<file path="src/rtl/hex_display_io.sv">
// Bus-mapped six-digit seven-segment display: VALUE/CTRL/STATUS registers, registered HEX outputs.
// Optional blinking is compiled in with HEX_DISPLAY_IO_BLINK_EN.
module hex_display_io #(
    parameter int BLINK_DIV = 25000000
) (
    input  logic        clk,
    input  logic        rst,
    input  logic        nce,
    input  logic        we,
    input  logic        re,
    input  logic [1:0]  addr,
    input  logic [31:0] d_in,
    output logic [31:0] d_out,
    output logic        d_oe,
    output logic [7:0]  HEX0,
    output logic [7:0]  HEX1,
    output logic [7:0]  HEX2,
    output logic [7:0]  HEX3,
    output logic [7:0]  HEX4,
    output logic [7:0]  HEX5
);

    logic [23:0] value_reg;
    logic [5:0]  dig_en_reg;
    logic [5:0]  dp_mask_reg;
    logic [31:0] d_out_reg;
    logic        d_oe_reg;
    logic        blink_en;
    logic        phase;
    logic        blank_all;
    logic        wr_value;
    logic        wr_ctrl;
    logic        rd;
    logic [31:0] rd_data;
    logic [7:0]  hex_bus [6];
    logic        unused_bits;

    assign wr_value = !nce && we && (addr == 2'd0);
    assign wr_ctrl  = !nce && we && (addr == 2'd1);
    assign rd       = !nce && re;

    always_ff @(posedge clk) begin
        if (rst) begin
            value_reg   <= '0;
            dig_en_reg  <= '0;
            dp_mask_reg <= '0;
        end else begin
            if (wr_value) begin
                value_reg <= d_in[23:0];
            end
            if (wr_ctrl) begin
                dig_en_reg  <= d_in[5:0];
                dp_mask_reg <= d_in[11:6];
            end
        end
    end

`ifdef HEX_DISPLAY_IO_BLINK_EN
    localparam int CW = $clog2(BLINK_DIV);

    logic [CW-1:0] cnt_reg;
    logic          phase_reg;
    logic          blink_en_reg;

    // A CTRL write restarts the blink period so newly written digits show immediately.
    always_ff @(posedge clk) begin
        if (rst) begin
            cnt_reg      <= '0;
            phase_reg    <= 1'b0;
            blink_en_reg <= 1'b0;
        end else if (wr_ctrl) begin
            cnt_reg      <= '0;
            phase_reg    <= 1'b0;
            blink_en_reg <= d_in[12];
        end else if (cnt_reg == CW'(BLINK_DIV - 1)) begin
            cnt_reg   <= '0;
            phase_reg <= ~phase_reg;
        end else begin
            cnt_reg <= cnt_reg + 1'b1;
        end
    end

    assign blink_en    = blink_en_reg;
    assign phase       = phase_reg;
    assign unused_bits = &{1'b0, d_in[31:24]};
`else
    assign blink_en    = 1'b0;
    assign phase       = 1'b0;
    assign unused_bits = &{1'b0, d_in[31:24], d_in[12], (BLINK_DIV < 2)};
`endif

    assign blank_all = blink_en && phase;

    // Read data reflects register contents before any same-edge write.
    always_comb begin
        rd_data = '0;
        case (addr)
            2'd0:    rd_data = {8'd0, value_reg};
            2'd1:    rd_data = {19'd0, blink_en, dp_mask_reg, dig_en_reg};
            2'd2:    rd_data = {31'd0, phase};
            default: rd_data = '0;
        endcase
    end

    always_ff @(posedge clk) begin
        if (rst) begin
            d_out_reg <= '0;
            d_oe_reg  <= 1'b0;
        end else if (rd) begin
            d_out_reg <= rd_data;
            d_oe_reg  <= 1'b1;
        end else begin
            d_out_reg <= '0;
            d_oe_reg  <= 1'b0;
        end
    end

    assign d_out = d_out_reg;
    assign d_oe  = d_oe_reg;

    // Active-low segments, bits 6:0 = g..a.
    function automatic logic [6:0] seg7(input logic [3:0] nib);
        logic [6:0] s;
        s = 7'h7F;
        case (nib)
            4'h0: s = 7'h40;
            4'h1: s = 7'h79;
            4'h2: s = 7'h24;
            4'h3: s = 7'h30;
            4'h4: s = 7'h19;
            4'h5: s = 7'h12;
            4'h6: s = 7'h02;
            4'h7: s = 7'h78;
            4'h8: s = 7'h00;
            4'h9: s = 7'h10;
            4'hA: s = 7'h08;
            4'hB: s = 7'h03;
            4'hC: s = 7'h46;
            4'hD: s = 7'h21;
            4'hE: s = 7'h06;
            4'hF: s = 7'h0E;
            default: s = 7'h7F;
        endcase
        return s;
    endfunction

    generate
        for (genvar gi = 0; gi < 6; gi++) begin : g_digit
            logic [7:0] seg_reg;

            always_ff @(posedge clk) begin
                if (rst) begin
                    seg_reg <= 8'hFF;
                end else if (!dig_en_reg[gi] || blank_all) begin
                    seg_reg <= 8'hFF;
                end else begin
                    seg_reg <= {~dp_mask_reg[gi], seg7(value_reg[4*gi +: 4])};
                end
            end

            assign hex_bus[gi] = seg_reg;
        end
    endgenerate

    assign HEX0 = hex_bus[0];
    assign HEX1 = hex_bus[1];
    assign HEX2 = hex_bus[2];
    assign HEX3 = hex_bus[3];
    assign HEX4 = hex_bus[4];
    assign HEX5 = hex_bus[5];

endmodule

</file>
<file path="config.mk">
export PLATFORM = sky130hd
export DESIGN_NAME = hex_display_io
export DESIGN_NICKNAME = d
export VERILOG_FILES = /design/src/rtl/hex_display_io.sv
export SDC_FILE = /design/constraint.sdc
export NUM_CORES = 1
export LEC_CHECK = 0
export CAP_MARGIN = 20
export CORE_MARGIN = 3
export CORE_UTILIZATION = 40
export CTS_BUF_LIST = sky130_fd_sc_hd__clkbuf_8 sky130_fd_sc_hd__clkbuf_16
export DETAILED_ROUTE_END_ITERATION = 12
export HOLD_SLACK_MARGIN = 0.06
export PLACE_DENSITY = 0.69
export SLEW_MARGIN = 20
export SYNTH_ARGS = -nofsm -noshare
export SYNTH_HDL_FRONTEND = slang
export SYNTH_SLANG_ARGS = --single-unit
export TNS_END_PERCENT = 5
</file>
<file path="constraint.sdc">
create_clock -name clk -period 1.5 [get_ports clk]
set_input_delay 0.375 -clock clk [delete_from_list [all_inputs] [get_ports clk]]
set_output_delay 0.375 -clock clk [all_outputs]
set_load 0.1 [all_outputs]
</file>
Word level (Yosys, flattened, before mapping)

Memories as Yosys holds them, arrays and structs flattened. A register that Yosys moved wholly into a read port is not among the register bits.
Cells that the tools add are included.

Memory bits (read-only): 672
Memories: 6
Logic and storage cells: 46
Register bits: 117
Input port bits: 39

Memories:

| name             | words | bits a word | read ports | clocked after memory_dff | write ports | line | text |
|---|---|---|---|---|---|---|---|
| (name not given) | 16    | 7           | 1          | 1                        | 0           | 125  | `case (nib)` |
| (name not given) | 16    | 7           | 1          | 1                        | 0           | 125  |  |
| (name not given) | 16    | 7           | 1          | 1                        | 0           | 125  |  |
| (name not given) | 16    | 7           | 1          | 1                        | 0           | 125  |  |
| (name not given) | 16    | 7           | 1          | 1                        | 0           | 125  |  |
| (name not given) | 16    | 7           | 1          | 1                        | 0           | 125  |  |

Bitwise gates (word level): 13
Eq/ne operators: 1
Reductions and logical operators: 13
Mux-type cells: 2

Operators by type and width:

| cell                 | count |
|---|---|
| $pmux W24 S2         | 1 |
| $reduce_or A2 Y1     | 7 |
| $not A1 Y1           | 13 |
| $logic_and A1 B1 Y1  | 4 |
| $eq A2 B1 Y1 const B | 1 |
| $logic_not A2 Y1     | 1 |
| $logic_not A1 Y1     | 1 |
| $mux W1              | 1 |

Depth between registers and ports, before layout

Gate-level depths: netlist of run 1.

Word-level depth: 4
Depth in mapped cells: 6

Worst setup path after synthesis of run 1

No wires, ideal clock.

Path type: input to register
Start point: in addr[0]
End point: reg value_reg[6]
Data required time: 1357 ps
Path slack: -31 ps
Arrival: 1388 ps
Buffers on the path: 3
Cell stages on the path: 6
Path through: buf_6 > or4b_1 > buf_2 > buf_6 > nand2_2 > a21oi_2

Longest elaborated chain between the ends: 2

RTL lines:

| element              | line | text |
|---|---|---|
| start, declared      | 11   | `input logic [1:0] addr,` |
| $logic_not A2 Y1     | 38   | `assign wr_value = !nce && we && (addr == 2'd0);` |
| $logic_and A1 B1 Y1  | 38   |  |
| end signal, assigned | 49   | `value_reg <= d_in[23:0];` |
| end, declared        | 23   | `logic [23:0] value_reg;` |

Every way passes these cells.
A chain may end at the register's enable or synchronous reset.

==> reports/metrics.sh, run 1 <==
ROUTE.ANTENNA.REMAINING_NETS=0
WORST-SETUP-PATH-TYPE='flip-flop to flip-flop'
CTS.HOLD.BUFFERS_ADDED=0
GRTUSAGETOTAL=0.182
CRITPATHLAUNCHTYPE='flip-flop'
FP.DIEH_UM=117
GLOBAL_ROUTE_WIRE_LENGTH_BEFORE_REPAIR_UM=19700
SYNTH_EDF_COUNT=0
DRT-TOTAL-WL_UM=12400
FIN_WORST_SKEW_NS=0.00521
HIGHEST_NET_FANOUT_ALONG_THE_WORST_PATH=6
VIAS_IN_THE_FIRST_GLOBAL_ROUTE=4029
GRT_ANTENNA_BEFORE_REPAIR=1
CTS_TREE='yes'
SYNTHESIS.AREA_UM2=4920
DIE_X_UM=117
FINAL_CRITICAL_PATH_SETUP_SLACK_NS=0.0434
SEQ_AREA_FRAC_SYNTH=0.443
CLOCK_PATH_BUFFERS=2
VIAS=4072
ARRIVAL_NS=1.69
CTS_NUM_SINKS=109
FILLER_CELL_COUNT=927
INITIAL_CORE_UTIL=0.420
CP_DATA_REQUIRED_TIME_NS=1.73
SYNTH_AREA_PER_CELL_UM2=9.30
P_LEAK_nW=2.91
TIMING.CRITICAL_PATH.FROM='value_reg[4]'
SYNTHCELLS=529
WORSTREG2REGSTART='value_reg[4]'
REPORT.FINAL.SETUP_VIOL=0
CLOCK_LATENCY_NS=0.34
CLK_TRANSITION_REPORTED_PATHS_NS=0.07
FLOORPLAN.CORE_AREA_UM2=11700
TIMING.HOLD.WORST.CLASS='input pin to flip-flop'
DPL_WORST_SLACK_NS=-0.383
RESULT_OF_THE_RUN='finished, final reports clean'
DETAIL_ROUTE.WL_PER_CELL_UM=15.5
ACHIEVABLE-FREQUENCY_GHz=0.687
MAX-VDD-IR-DROP_mV=0.533
TNS_NS=0
SETUP_REPAIR_AFTER_GLOBAL_ROUTING_MISSED_ITS_MARGIN='true'
DETAILED_ROUTING_ITERATIONS_PASS_1=5
DRC_ERRORS=0
WORSTHOLDSTART='rst'
SYNTH_ASYNC_SR_FLOP_SHARE=0
TOP_LEVEL_PORTS=120
SETUP.WORST_PATH.END_CLASS='flip-flop'
PERIOD_SHARE=0.971
SYNTH_SEQ_CELLS=109
VIASPERCELL=5.10
ROOT_BUFFER='sky130_fd_sc_hd__clkbuf_16'
SYNTHTOLAYOUTAREAGROWTH_PCT=50.4
CAP_VIOLATIONS=0
CTS_HTREE_LEVELS=3
DIE_AREA_UM2=13700
YOSYS_MOST_USED_DFF='sky130_fd_sc_hd__dfxtp_1'
POWER_DENSITY_CELLS_nW_PER_UM2=831
GRT_MAX_DEGREE=18
YOSYS_WARNINGS=0
HOLD_VIOL_FINAL=0
FINAL-MAX-SLEW-VIOLATION-COUNT=0
FINALNONFILLERCELLS=799
POST_SYNTHESIS_CELL_TYPE_COUNT=42
POST_CTS_BUFFERS=0
GLOBALPLACE.CONGESTION=0.875
PLACE.DETAILED.INSTANCES=779
CTS-BUFFERS-INSERTED=9
OVERFLOW=0
CORE.ROWCOUNT=39
TIMING.FINAL.CRIT_PERIOD_NS=1.46
DRT_FIRST_ITER_VIOLATIONS=231
POST_ROUTE_CELLS_DRIVE_ABOVE_1_SHARE=0.262
FINAL_NETS=729
POST-DP-HPWL_UM=9140
PORT_BUFFERS=103
[synthesized netlist by cell type (all sizes together), types with 2 or more instances]
library cell / number / area, um^2
a21oi: 44 / 258
mux2: 7 / 78.8
o311ai: 4 / 35.0
clkbuf: 20 / 75.1
nor3b: 2 / 20.0
ha: 42 / 526
nand3b: 3 / 22.5
mux2i: 30 / 300
a21boi: 6 / 45.1
o31a: 3 / 26.3
nand2: 90 / 363
a2111oi: 4 / 35.0
nor2: 25 / 93.8
and2: 12 / 75.1
buf: 25 / 160
o211ai: 17 / 128
inv: 18 / 67.6
nand3: 11 / 55.1
nand2b: 14 / 87.6
a221o: 2 / 20.0
dfxtp: 109 / 2180
a31oi: 9 / 56.3
nor2b: 8 / 50.1
o21ai: 16 / 80.1
[worst max-delay path, cell delays in order, from the launching register on]
cell and delay [ns]:
sky130_fd_sc_hd__dfxtp_2 0.40, sky130_fd_sc_hd__inv_1 0.13, sky130_fd_sc_hd__ha_1 0.23, sky130_fd_sc_hd__mux2_1 0.30, sky130_fd_sc_hd__a221o_1 0.29
[placed cells by master, fill, tap and decap left out, drive strengths merged, types with 3 or more instances in the layout]
cell,instances
buf,117
dfxtp,109
nand2,90
a21oi,44
ha,42
mux2i,30
nor2,25
clkdlybuf4s50,25
inv,18
o211ai,17
o21ai,16
nand2b,14
and2,12
nand3,11
clkbuf,10
a31oi,9
nor2b,8
conb,8
mux2,7
a21boi,6
dlymetal6s2s,4
a2111oi,4
o311ai,4
diode,3
o31a,3
nand3b,3
clkinv,3
[layout make-up]
| cell class | count | area (um^2) | area share |
|---|---|---|---|
| timing repair buffer | 146 | 2140 | 0.289 |
| clock inverter | 6 | 86.3 | 0.0117 |
| antenna | 3 | 7.51 | 0.00101 |
| inverter | 18 | 67.6 | 0.00913 |
| multi-input combinational | 364 | 2490 | 0.337 |
| tap | 143 | 179 | 0.0242 |
| clock buffer | 10 | 239 | 0.0323 |
| sequential | 109 | 2190 | 0.296 |
[through the flow]
step / utilization / power, W / instance area, um^2 / hold slack (ns)
final: 0.632 / 0.00615 / 7400 / 0.336
after global routing: 0.631 / 0.00637 / 7390 / 0.347
after CTS: 0.625 / 0.00620 / 7320 / 0.331
after detailed placement: 0.597 / 0.00365 / 6990 / 0.391
after global placement: 0.597 / 0.00363 / 6990 / 0.388
after floorplan: - / 0.00342 / 4960 / 0.371
[what timing repair did]
| action | 4_1_cts | 5_1_grt |
|---|---|---|
| gates resized for setup | 5 | 23 |
| pin swaps | 0 | 1 |
| setup endpoints to repair | 18 | 41 |
| gates cloned | 0 | 1 |
[cell families after synthesis]
logic type      Yosys count  synth area share
buf+inv                  63            0.0615
flops                   109             0.443
other cells               1          0.000762
fa+ha+maj                42             0.107
compound gates          106             0.141
mux                      37            0.0770
simple gates            171             0.170
[final timing paths]
kind | end | slack [ns] | cells past startpoint
worst min register to register | HEX2[7] | 0.41 | 1
worst min-delay path | value_reg[0] | 0.34 | 2
worst max register to register | HEX1[6] | 0.04 | 4
worst max-delay path | HEX1[6] | 0.04 | 4
[routing by layer]
layer	part of all wire	vias to the layer above	track usage
met2	0.51	134	0.310
met1	0.41	1909	0.225
met4	0.018	2	0.0696
met3	0.061	19	0.0427
li1	-	2008	-
met5	0.00057	-	0
[power breakdown]
group	switching, W	internal (W)
clock network	0.00105	0.00151
registers	0.0000450	0.00293
logic	0.000380	0.000244
(Power assumes the default switching activity.)
==> run 2, diff against run 1 <==
- MAX_ROUTING_LAYER: unset -> met4
==> reports/metrics.sh, run 2 (synthesis gave the netlist of run 1 again) <==
RESULT_OF_THE_RUN='finished, final reports clean'
MOST_COMMON_LIBRARY_CELL_IN_THE_LAYOUT_IGNORING_FILL_AND_TAPS='sky130_fd_sc_hd__dfxtp_1'
CP_DATA_REQUIRED_TIME_NS=1.71
PORT_BUFFERS=103
DRC_ERRORS=0
FINAL-MAX-SLEW-VIOLATION-COUNT=0
POWER_W=0.00575
CORE.ROWCOUNT=39
CLOCK_PATH_BUFFERS=2
FINAL_CRITICAL_PATH_SETUP_SLACK_NS=0.0356
REPORT.FINAL.SETUP_VIOL=0
POWER_DENSITY_CELLS_nW_PER_UM2=784
HOLD_VIOL_FINAL=0
INITIAL_CORE_UTIL=0.420
POST-DP-HPWL_UM=8880
CTS_TREE='yes'
CTS_NUM_SINKS=109
P_LEAK_nW=2.88
CRITPATHLAUNCHTYPE='flip-flop'
SETUP.WORST_PATH.END_CLASS='flip-flop'
DIE_X_UM=117
VIAS_IN_THE_FIRST_GLOBAL_ROUTE=3994
PERIOD_SHARE=0.976
DPL_WORST_SLACK_NS=-0.354
VIAS=3991
CTS-BUFFERS-INSERTED=9
CTS_HTREE_LEVELS=3
TOP_LEVEL_PORTS=120
ARRIVAL_NS=1.68
DETAILED_ROUTING_ITERATIONS_PASS_1=5
GRT_MAX_DEGREE=18
DETAIL_ROUTE.WL_PER_CELL_UM=14.9
TIMING.FINAL.CRIT_PERIOD_NS=1.46
CLOCK_LATENCY_NS=0.34
TIMING.HOLD.WORST.CLASS='input pin to flip-flop'
POST-ROUTE-UTIL=0.626
CLK_TRANSITION_REPORTED_PATHS_NS=0.07
GLOBALPLACE.CONGESTION=0.893
CAP_VIOLATIONS=0
GRT_ANTENNA_BEFORE_REPAIR=2
MAX-VDD-IR-DROP_mV=0.470
FINAL_NETS=729
SYNTHTOLAYOUTAREAGROWTH_PCT=48.9
DRT-TOTAL-WL_UM=11900
POST_ROUTE_CELLS_DRIVE_ABOVE_1_SHARE=0.253
FP.DIEH_UM=117
HIGHEST_NET_FANOUT_ALONG_THE_WORST_PATH=6
WORST-SETUP-PATH-TYPE='flip-flop to flip-flop'
FLOORPLAN.CORE_AREA_UM2=11700
SETUP_REPAIR_AFTER_GLOBAL_ROUTING_MISSED_ITS_MARGIN='true'
OVERFLOW=0
VIASPERCELL=5.00
ACHIEVABLE-FREQUENCY_GHz=0.683
DRT_FIRST_ITER_VIOLATIONS=162
DIE_AREA_UM2=13700
CTS.HOLD.BUFFERS_ADDED=0
ROUTE.ANTENNA.REMAINING_NETS=0
GLOBAL_ROUTE_WIRE_LENGTH_BEFORE_REPAIR_UM=19200
FIN_WORST_SKEW_NS=0.00685
ROOT_BUFFER='sky130_fd_sc_hd__clkbuf_16'
GRTUSAGETOTAL=0.181
FINAL_CELL_MIX='sky130_fd_sc_hd__dfxtp_1 (105), sky130_fd_sc_hd__nand2_1 (80), sky130_fd_sc_hd__buf_12 (76)'
-- run 2: changes by cell type in the layout (fill, tap and decap cells not counted), sizes merged --
cell      delta
inv          +3
clkbuf       -1
bufinv       -2
diode        -1
clkinv       -1
clkinvlp     +1
-- run 2: final cells by class --
cell class	count	area (um^2)
multi-input cells	364	2490
flip-flops and latches	109	2190
clock inverters	7	43.8
fillers	953	4390
well taps	143	179
diodes	2	5.00
inverters	18	67.6
clock buffers	9	225
repair buffers	146	2130
-- run 2: path summary, 6_finish.rpt --
| kind | startpoint | end | slack (ns) | cells after the start |
|---|---|---|---|---|
| max | value_reg[5] | HEX1[3] | 0.04 | 5 |
| max reg2reg | value_reg[5] | HEX1[3] | 0.04 | 5 |
| min reg2reg | dp_mask_reg[1] | HEX1[7] | 0.41 | 1 |
| min | rst | value_reg[0] | 0.36 | 2 |
-- run 2: layer usage --
layer	GRT usage	vias to the layer above	part of all wire
met4	0.0642	0	0.017
li1	-	1998	-
met2	0.289	118	0.49
met1	0.227	1859	0.43
met5	-	-	0
met3	0.0401	16	0.059
-- run 2: timing repair --
item                       4_1_cts  5_1_grt
pin swaps                        0        3
resized for setup                3       17
hold endpoints to repair         0        0
setup endpoints to repair        4       45
cloned                           0        2
buffers inserted                 0        0
-- run 2: metrics by stage --
stage / setup TNS, ns / std cells / hold WS [ns] / instance area (um^2)
6_report: 0 / 798 / 0.358 / 7330
5_1_grt: -0.102 / 798 / 0.363 / 7330
4_1_cts: 0 / 794 / 0.359 / 7270
3_5_place_dp: -16.04 / 778 / 0.395 / 6990
3_3_place_gp: -14.57 / 778 / 0.388 / 6990
2_1_floorplan: 0 / 536 / 0.371 / 4960
-- run 2: power by group --
group / total, W / internal, W / leakage, nW / switching (W)
combinational: 0.000620 / 0.000241 / 1.86 / 0.000379
clock: 0.00216 / 0.00112 / 0.136 / 0.00104
sequential: 0.00297 / 0.00293 / 0.884 / 0.0000430
total: 0.00575 / 0.00429 / 2.88 / 0.00146
-- run 2: worst max-delay path: stages (launching register included) --
cell and delay, ns:
sky130_fd_sc_hd__dfxtp_2 0.39, sky130_fd_sc_hd__inv_1 0.12, sky130_fd_sc_hd__ha_1 0.23, sky130_fd_sc_hd__nor2b_1 0.15, sky130_fd_sc_hd__a2111oi_1 0.37, sky130_fd_sc_hd__a31oi_1 0.07
